===== src/rtl/misr_pkg.sv =====
// Shared definitions for the MISR response checker.
//   - default widths, feedback polynomial and seed
//   - FSM state enumeration
//   - misr_next(): one MISR compaction step
package misr_pkg;

  localparam int RESP_W_DEF = 26;
  localparam int SIG_W_DEF  = 32;
  localparam int CNT_W_DEF  = 16;

  localparam logic [SIG_W_DEF-1:0] POLY_DEF = 32'h04C11DB7;
  localparam logic [SIG_W_DEF-1:0] SEED_DEF = 32'h00000000;

  typedef enum logic [1:0] {
    ST_IDLE  = 2'd0,
    ST_RUN   = 2'd1,
    ST_CHECK = 2'd2,
    ST_DONE  = 2'd3
  } state_t;

  // Shift left by one, fold the shifted-out MSB back through the
  // polynomial taps, then XOR in the zero-extended response word.
  function automatic logic [SIG_W_DEF-1:0] misr_next(
    input logic [SIG_W_DEF-1:0]  sig,
    input logic [RESP_W_DEF-1:0] data,
    input logic [SIG_W_DEF-1:0]  poly
  );
    logic [SIG_W_DEF-1:0] fb;
    fb = sig[SIG_W_DEF-1] ? poly : {SIG_W_DEF{1'b0}};
    return {sig[SIG_W_DEF-2:0], 1'b0} ^ fb ^ SIG_W_DEF'(data);
  endfunction

endpackage


===== src/rtl/misr_reg.sv =====
// Signature register for the response checker.
//   clk  : rising-edge clock
//   rst  : synchronous active-high reset, reloads SEED
//   load : reload SEED (campaign start)
//   en   : compact one response word
//   data : response word
//   sig  : current signature
module misr_reg
  import misr_pkg::*;
#(
  parameter logic [SIG_W_DEF-1:0] POLY = POLY_DEF,
  parameter logic [SIG_W_DEF-1:0] SEED = SEED_DEF
) (
  input  logic                  clk,
  input  logic                  rst,
  input  logic                  load,
  input  logic                  en,
  input  logic [RESP_W_DEF-1:0] data,
  output logic [SIG_W_DEF-1:0]  sig
);

  logic [SIG_W_DEF-1:0] sig_r;

  // Signature state: seed on reset/load, one compaction step per enable.
  always_ff @(posedge clk) begin
    if (rst) begin
      sig_r <= SEED;
    end else if (load) begin
      sig_r <= SEED;
    end else if (en) begin
      sig_r <= misr_next(sig_r, data, POLY);
    end else begin
      sig_r <= sig_r;
    end
  end

  assign sig = sig_r;

endmodule


===== config.mk =====
export PLATFORM = sky130hd
export DESIGN_NAME = misr_reg
export DESIGN_NICKNAME = d
export VERILOG_FILES = /design/src/rtl/misr_pkg.sv /design/src/rtl/misr_reg.sv
export SDC_FILE = /design/constraint.sdc
export NUM_CORES = 1
export LEC_CHECK = 0
export CAP_MARGIN = 40
export CELL_PAD_IN_SITES_DETAIL_PLACEMENT = 1
export CELL_PAD_IN_SITES_GLOBAL_PLACEMENT = 1
export CORE_AREA = 2 2 70 72
export CTS_BUF_LIST = sky130_fd_sc_hd__clkbuf_2 sky130_fd_sc_hd__clkbuf_4 sky130_fd_sc_hd__clkbuf_8
export CTS_CLUSTER_SIZE = 8
export DETAILED_ROUTE_END_ITERATION = 10
export DIE_AREA = 0 0 72 74
export GPL_TIMING_DRIVEN = 1
export MAX_ROUTING_LAYER = met4
export PLACE_DENSITY_LB_ADDON = 0.1
export SYNTH_ARGS = -nofsm -noshare
export SYNTH_HDL_FRONTEND = slang
export SYNTH_SLANG_ARGS = --single-unit

===== constraint.sdc =====
create_clock -name clk -period 2.4 [get_ports clk]
set_input_delay 0.36 -clock clk [delete_from_list [all_inputs] [get_ports clk]]
set_output_delay 0.36 -clock clk [all_outputs]
set_load 0.005 [all_outputs]

==> results of run 1 <==
==> area by class of cell <==
type                    count  area [µm²]
fillers                   506        2300
multi-input cells         105         855
repair buffers             63         621
clock buffers               6        76.3
well taps                  54        67.6
flip-flops and latches     32         641
clock inverters             2        35.0
==> power by group <==
group / internal (mW) / switching, mW / leakage [nW]
combinational: 0.128 / 0.0811 / 0.478
sequential: 0.551 / 0.0183 / 0.261
clock: 0.319 / 0.192 / 0.0586
total: 0.998 / 0.291 / 0.797
==> metal layers <==
layer | routed length, µm | global-route usage | up-vias
met3 | 209 | 0.0352 | 5
met4 | 43 | 0.0629 | 0
met5 | 0 | - | -
met1 | 1620 | 0.188 | 585
li1 | - | - | 617
met2 | 1810 | 0.247 | 37
==> cell families (layout without fill, tap and decap cells) <==
logic type / count (synthesis) / in the layout / share of synthesized area
mux: 17 / 17 / 0.106
simple gates: 35 / 35 / 0.119
buf+inv: 12 / 71 / 0.0642
flops: 32 / 32 / 0.401
compound gates: 26 / 26 / 0.152
xor+xnor: 27 / 27 / 0.157
==> cell usage after synthesis <==
library cell,count
nor2_1,21
a211oi_2,15
buf_4,2
nor4b_4,1
buf_2,4
xnor2_1,26
o21ai_1,3
or2_1,1
and4bb_1,1
o21ai_0,8
xor3_1,1
nand2b_1,11
mux2i_1,17
buf_6,6
dfxtp_1,32
==> final timing paths <==
kind	end	cells after the start	slack, ns	startpoint
setup / recovery	sig[31]	1	0.66	sig[31]
hold / removal	sig[1]	2	0.50	sig[1]
setup reg to reg	sig[10]	3	0.94	sig[31]
hold reg to reg	sig[1]	2	0.50	sig[1]
==> metrics by stage <==
step | std cells | total power [mW]
CTS | 262 | 1.31
global placement | 254 | 0.787
floorplan | 149 | 0.693
detailed placement | 254 | 0.792
global route | 262 | 1.35
finish | 262 | 1.29
==> results.py, run 1 <==
metrics = {
    "synthesis": {
        "yosys_warnings": 0,
        "synth_nets": 179,
        "synth-seq-area-share": 0.401,
        "synth-seq-cells": 32,
        "yosysUniqueCellTypes": 15,
        "netlist.area_leader.share": 0.401,
        "syn_inst": 149,
        "syn_area_per_cell_um2": 10.7,
        "yosysTopAreaCell": "dfxtp_1",
        "ys_top_cells_by_area": "dfxtp_1, xnor2_1, a211oi_2, mux2i_1, nor2_1",
        "netlist_area_mm2": 0.00160,
    },
    "cells_and_area": {
        "largest_reg_flops": 32,
        "finalNetCount": 237,
        "drive_gt1_frac": 0.130,
        "final_common_cell": "clkdlybuf4s50_1",
        "final_cell_mix": "clkdlybuf4s50_1, dfxtp_1, xnor2_1",
        "area_growth_pct": 43.6,
        "fin_util": 0.499,
        "design_area_mm2": 0.00229,
        "diodes": 0,
    },
    "placed_design": {
        "hpwl_mm": 2.67,
        "place_area_mm2": 0.00218,
        "place_ws_ns": 0.394,
        "port_buffers": 61,
        "gp_congestion": 0.748,
    },
    "timing": {
        "setup_viol": 0,
        "hold_viol_final": 0,
        "worst_pin_slew_ns": 0.664,
        "rsz0062_at_grt": "no",
        "finalCritPeriodShare": 0.727,
        "relSlewSlack": 0.555,
        "holdWs_ns": 0.503,
        "fin_ws_ns": 0.656,
        "setup_tns_ns": 0,
        "fin_skew_ns": 0.00247,
        "max_freq_mhz": 573,
        "maxSlewViolCount": 0,
        "finalCriticalPeriod_ns": 1.74,
    },
    "worst_setup_path": {
        "path_buf_inv": 1,
        "cp.required_ns": 2.04,
        "path_cells": "clkdlybuf4s50_1",
        "crit_fanout": 7,
        "end_kind": "output pin",
        "slowest_stage": "clkdlybuf4s50_1",
        "crit_type": "flop to output pin",
        "cp_top_family": "buffers and inverters",
        "crit_arrival_ns": 1.38,
        "cp_slowest_stage_delay_ns": 0.57,
        "critPathLaunchType": "flop",
    },
    "power": {
        "powerDensity_mw_per_mm2": 562,
        "ir_drop_uv": 301,
        "leakagePower_nw": 0.797,
    },
    "worst_hold_path": {
        "hold_path_class": "flop to flop",
    },
    "floorplanning": {
        "coreArea_mm2": 0.00460,
        "die_x_um": 72,
        "dieArea_mm2": 0.00533,
        "core.rowCount": 25,
        "start_util": 0.347,
        "die_y_um": 74,
        "io_pins": 62,
    },
    "clock_tree": {
        "cts.clk_slew.worst_paths_ns": 0.07,
        "clockBufferDepth": 2,
        "cts-root-buf": "clkbuf_8",
        "post_cts_buffers": 0,
        "cts-htree-levels": 2,
        "cts_resized": 0,
        "cts_tree": "yes",
        "numCtsBuffers": 5,
        "clock_sinks": 32,
        "clkLatencyLatePin_ns": 0.28,
        "hold_buffers": 0,
    },
    "routing": {
        "wl_per_cell_um": 14.1,
        "via_per_inst": 4.75,
        "vias": 1244,
        "routed_wl_mm": 3.69,
        "final_antenna_net_count": 0,
        "route.detailed.drc": 0,
        "drtIter0Drc": 62,
        "dr.pass1.iters": 4,
    },
    "grt": {
        "grt_usage": 0.154,
        "grt_pass1_vias": 1362,
        "grt_max_degree": 29,
        "grt_pass1_wl_mm": 6.15,
        "antenna_found_initial": 0,
        "overflow": 0,
    },
    "flow_run": {
        "drv_cap": 0,
    },
    "run_status": {
        "outcome": "finished, final reports clean",
    },
}
Note: power is estimated with default switching activity, not from simulation.
==> run 2, diff against run 1 <==
- CORE_AREA: 2 2 70 72 -> 2 2 76 78
- DIE_AREA: 0 0 72 74 -> 0 0 78 80
- clock period: 2.4 -> 1.5 ns (I/O delays scaled with it)
==> run 2 against run 1 <==
Compared with the run above: final cell count up 9.2%; worst hold slack worse by 0.13 ns; sequential power up 60%; largest power group unchanged.
==> results.py, run 2 (synthesis gave the netlist of run 1 again) <==
metrics = {
    "clock_tree": {
        "cts.clk_slew.worst_paths_ns": 0.07,
        "clock_sinks": 32,
        "cts_tree": "yes",
        "post_cts_buffers": 0,
        "numCtsBuffers": 5,
        "hold_buffers": 0,
        "cts-root-buf": "clkbuf_8",
        "clkLatencyLatePin_ns": 0.28,
        "clockBufferDepth": 2,
        "cts_resized": 0,
        "cts-htree-levels": 2,
    },
    "timing": {
        "relSlewSlack": 0.735,
        "hold_viol_final": 0,
        "maxSlewViolCount": 0,
        "fin_skew_ns": 0.00343,
        "finalCritPeriodShare": 0.949,
        "setup_viol": 0,
        "finalCriticalPeriod_ns": 1.42,
        "worst_pin_slew_ns": 0.397,
        "holdWs_ns": 0.372,
        "max_freq_mhz": 702,
        "setup_tns_ns": 0,
        "fin_ws_ns": 0.0760,
        "rsz0062_at_grt": "no",
    },
    "worst_setup_path": {
        "r2r_cells": 4,
        "slowest_stage": "clkdlybuf4s50_1",
        "crit_fanout": 3,
        "cp.depth": 1,
        "rr_endpoint": "sig[8]",
        "critPathLaunchType": "flop",
        "rr_startpoint": "sig[31]",
        "end_kind": "output pin",
        "cp_top_family": "buffers and inverters",
        "crit_start": "sig[16]",
        "cp.required_ns": 1.27,
        "path_cells": "clkdlybuf4s50_1",
        "cp_slowest_stage_delay_ns": 0.53,
        "crit_end": "sig[16]",
        "r2r_slack_ns": 0.21,
        "path_buf_inv": 1,
        "crit_arrival_ns": 1.20,
        "crit_type": "flop to output pin",
    },
    "placed_design": {
        "place_ws_ns": -0.130,
        "hpwl_mm": 2.87,
        "place_area_mm2": 0.00226,
        "gp_congestion": 0.643,
        "port_buffers": 61,
    },
    "grt": {
        "grt_pass1_wl_mm": 6.11,
        "overflow": 0,
        "antenna_found_initial": 0,
        "grt_usage": 0.127,
        "grt_pass1_vias": 1296,
        "grt_max_degree": 23,
    },
    "floorplanning": {
        "coreArea_mm2": 0.00541,
        "dieArea_mm2": 0.00624,
        "die_x_um": 78,
        "start_util": 0.296,
        "die_y_um": 80,
        "io_pins": 62,
        "core.rowCount": 27,
    },
    "power": {
        "powerDensity_mw_per_mm2": 828,
        "total_power_mw": 1.95,
        "ir_drop_uv": 391,
        "leakagePower_nw": 0.824,
    },
    "cells_and_area": {
        "drive_gt1_frac": 0.154,
        "largest_reg_flops": 32,
        "nFillCells": 604,
        "final_common_cell": "clkdlybuf4s50_1",
        "multi_input_area_um2": 855,
        "finalNetCount": 243,
        "diodes": 0,
        "design_area_mm2": 0.00236,
        "area_growth_pct": 47.5,
        "seq_area_um2": 641,
        "final_cell_mix": "clkdlybuf4s50_1, dfxtp_1, xnor2_1",
    },
    "routing": {
        "vias": 1272,
        "route.detailed.drc": 0,
        "wl_per_cell_um": 13.4,
        "final_antenna_net_count": 0,
        "dr.pass1.iters": 4,
        "drtIter0Drc": 48,
        "via_per_inst": 4.45,
        "routed_wl_mm": 3.83,
    },
    "run_status": {
        "outcome": "finished, final reports clean",
    },
    "worst_hold_path": {
        "hold_path_class": "input port to flop",
    },
    "flow_run": {
        "drv_cap": 0,
    },
}
run 2: cell count changes in the layout (fill, tap and decap cells not counted), sizes merged:
cell / delta
buf: +6
clkinv: +1
bufinv: -1
run 2: worst min-delay path by stage:
stage | start | endpoint | slack [ns] | depth (start not counted)
CTS | en | sig[15] | 0.36 | 2
floorplan | data[24] | sig[24] | 0.44 | 2
global route | en | sig[15] | 0.40 | 2
global placement | sig[1] | sig[1] | 0.48 | 2
finish | en | sig[15] | 0.37 | 2
detailed placement | sig[7] | sig[7] | 0.50 | 2
run 2: per-layer routing:
layer / share of wire / GRT usage
met5: 0 / -
met4: 0.017 / 0.0526
met3: 0.061 / 0.0351
met2: 0.46 / 0.194
met1: 0.46 / 0.160
run 2: area by class of cell:
cell class                      count  share of cell area
Clock buffer                        6              0.0351
Clock inverter                      2             0.00425
Multi-Input combinational cell    105               0.363
Sequential cell                    32               0.272
Tap cell                           72              0.0382
Timing Repair Buffer               69               0.288
run 2: metrics by stage:
stage	cells	util
finish	286	0.436
global route	286	0.436
CTS	286	0.436
detailed placement	278	0.419
global placement	278	0.419
floorplan	149	-
run 2: report_power, final:
part	internal [mW]	leakage [nW]	switching (mW)
Sequential	0.881	0.261	0.0285
Clock	0.366	0.0510	0.326
Combinational	0.216	0.512	0.133
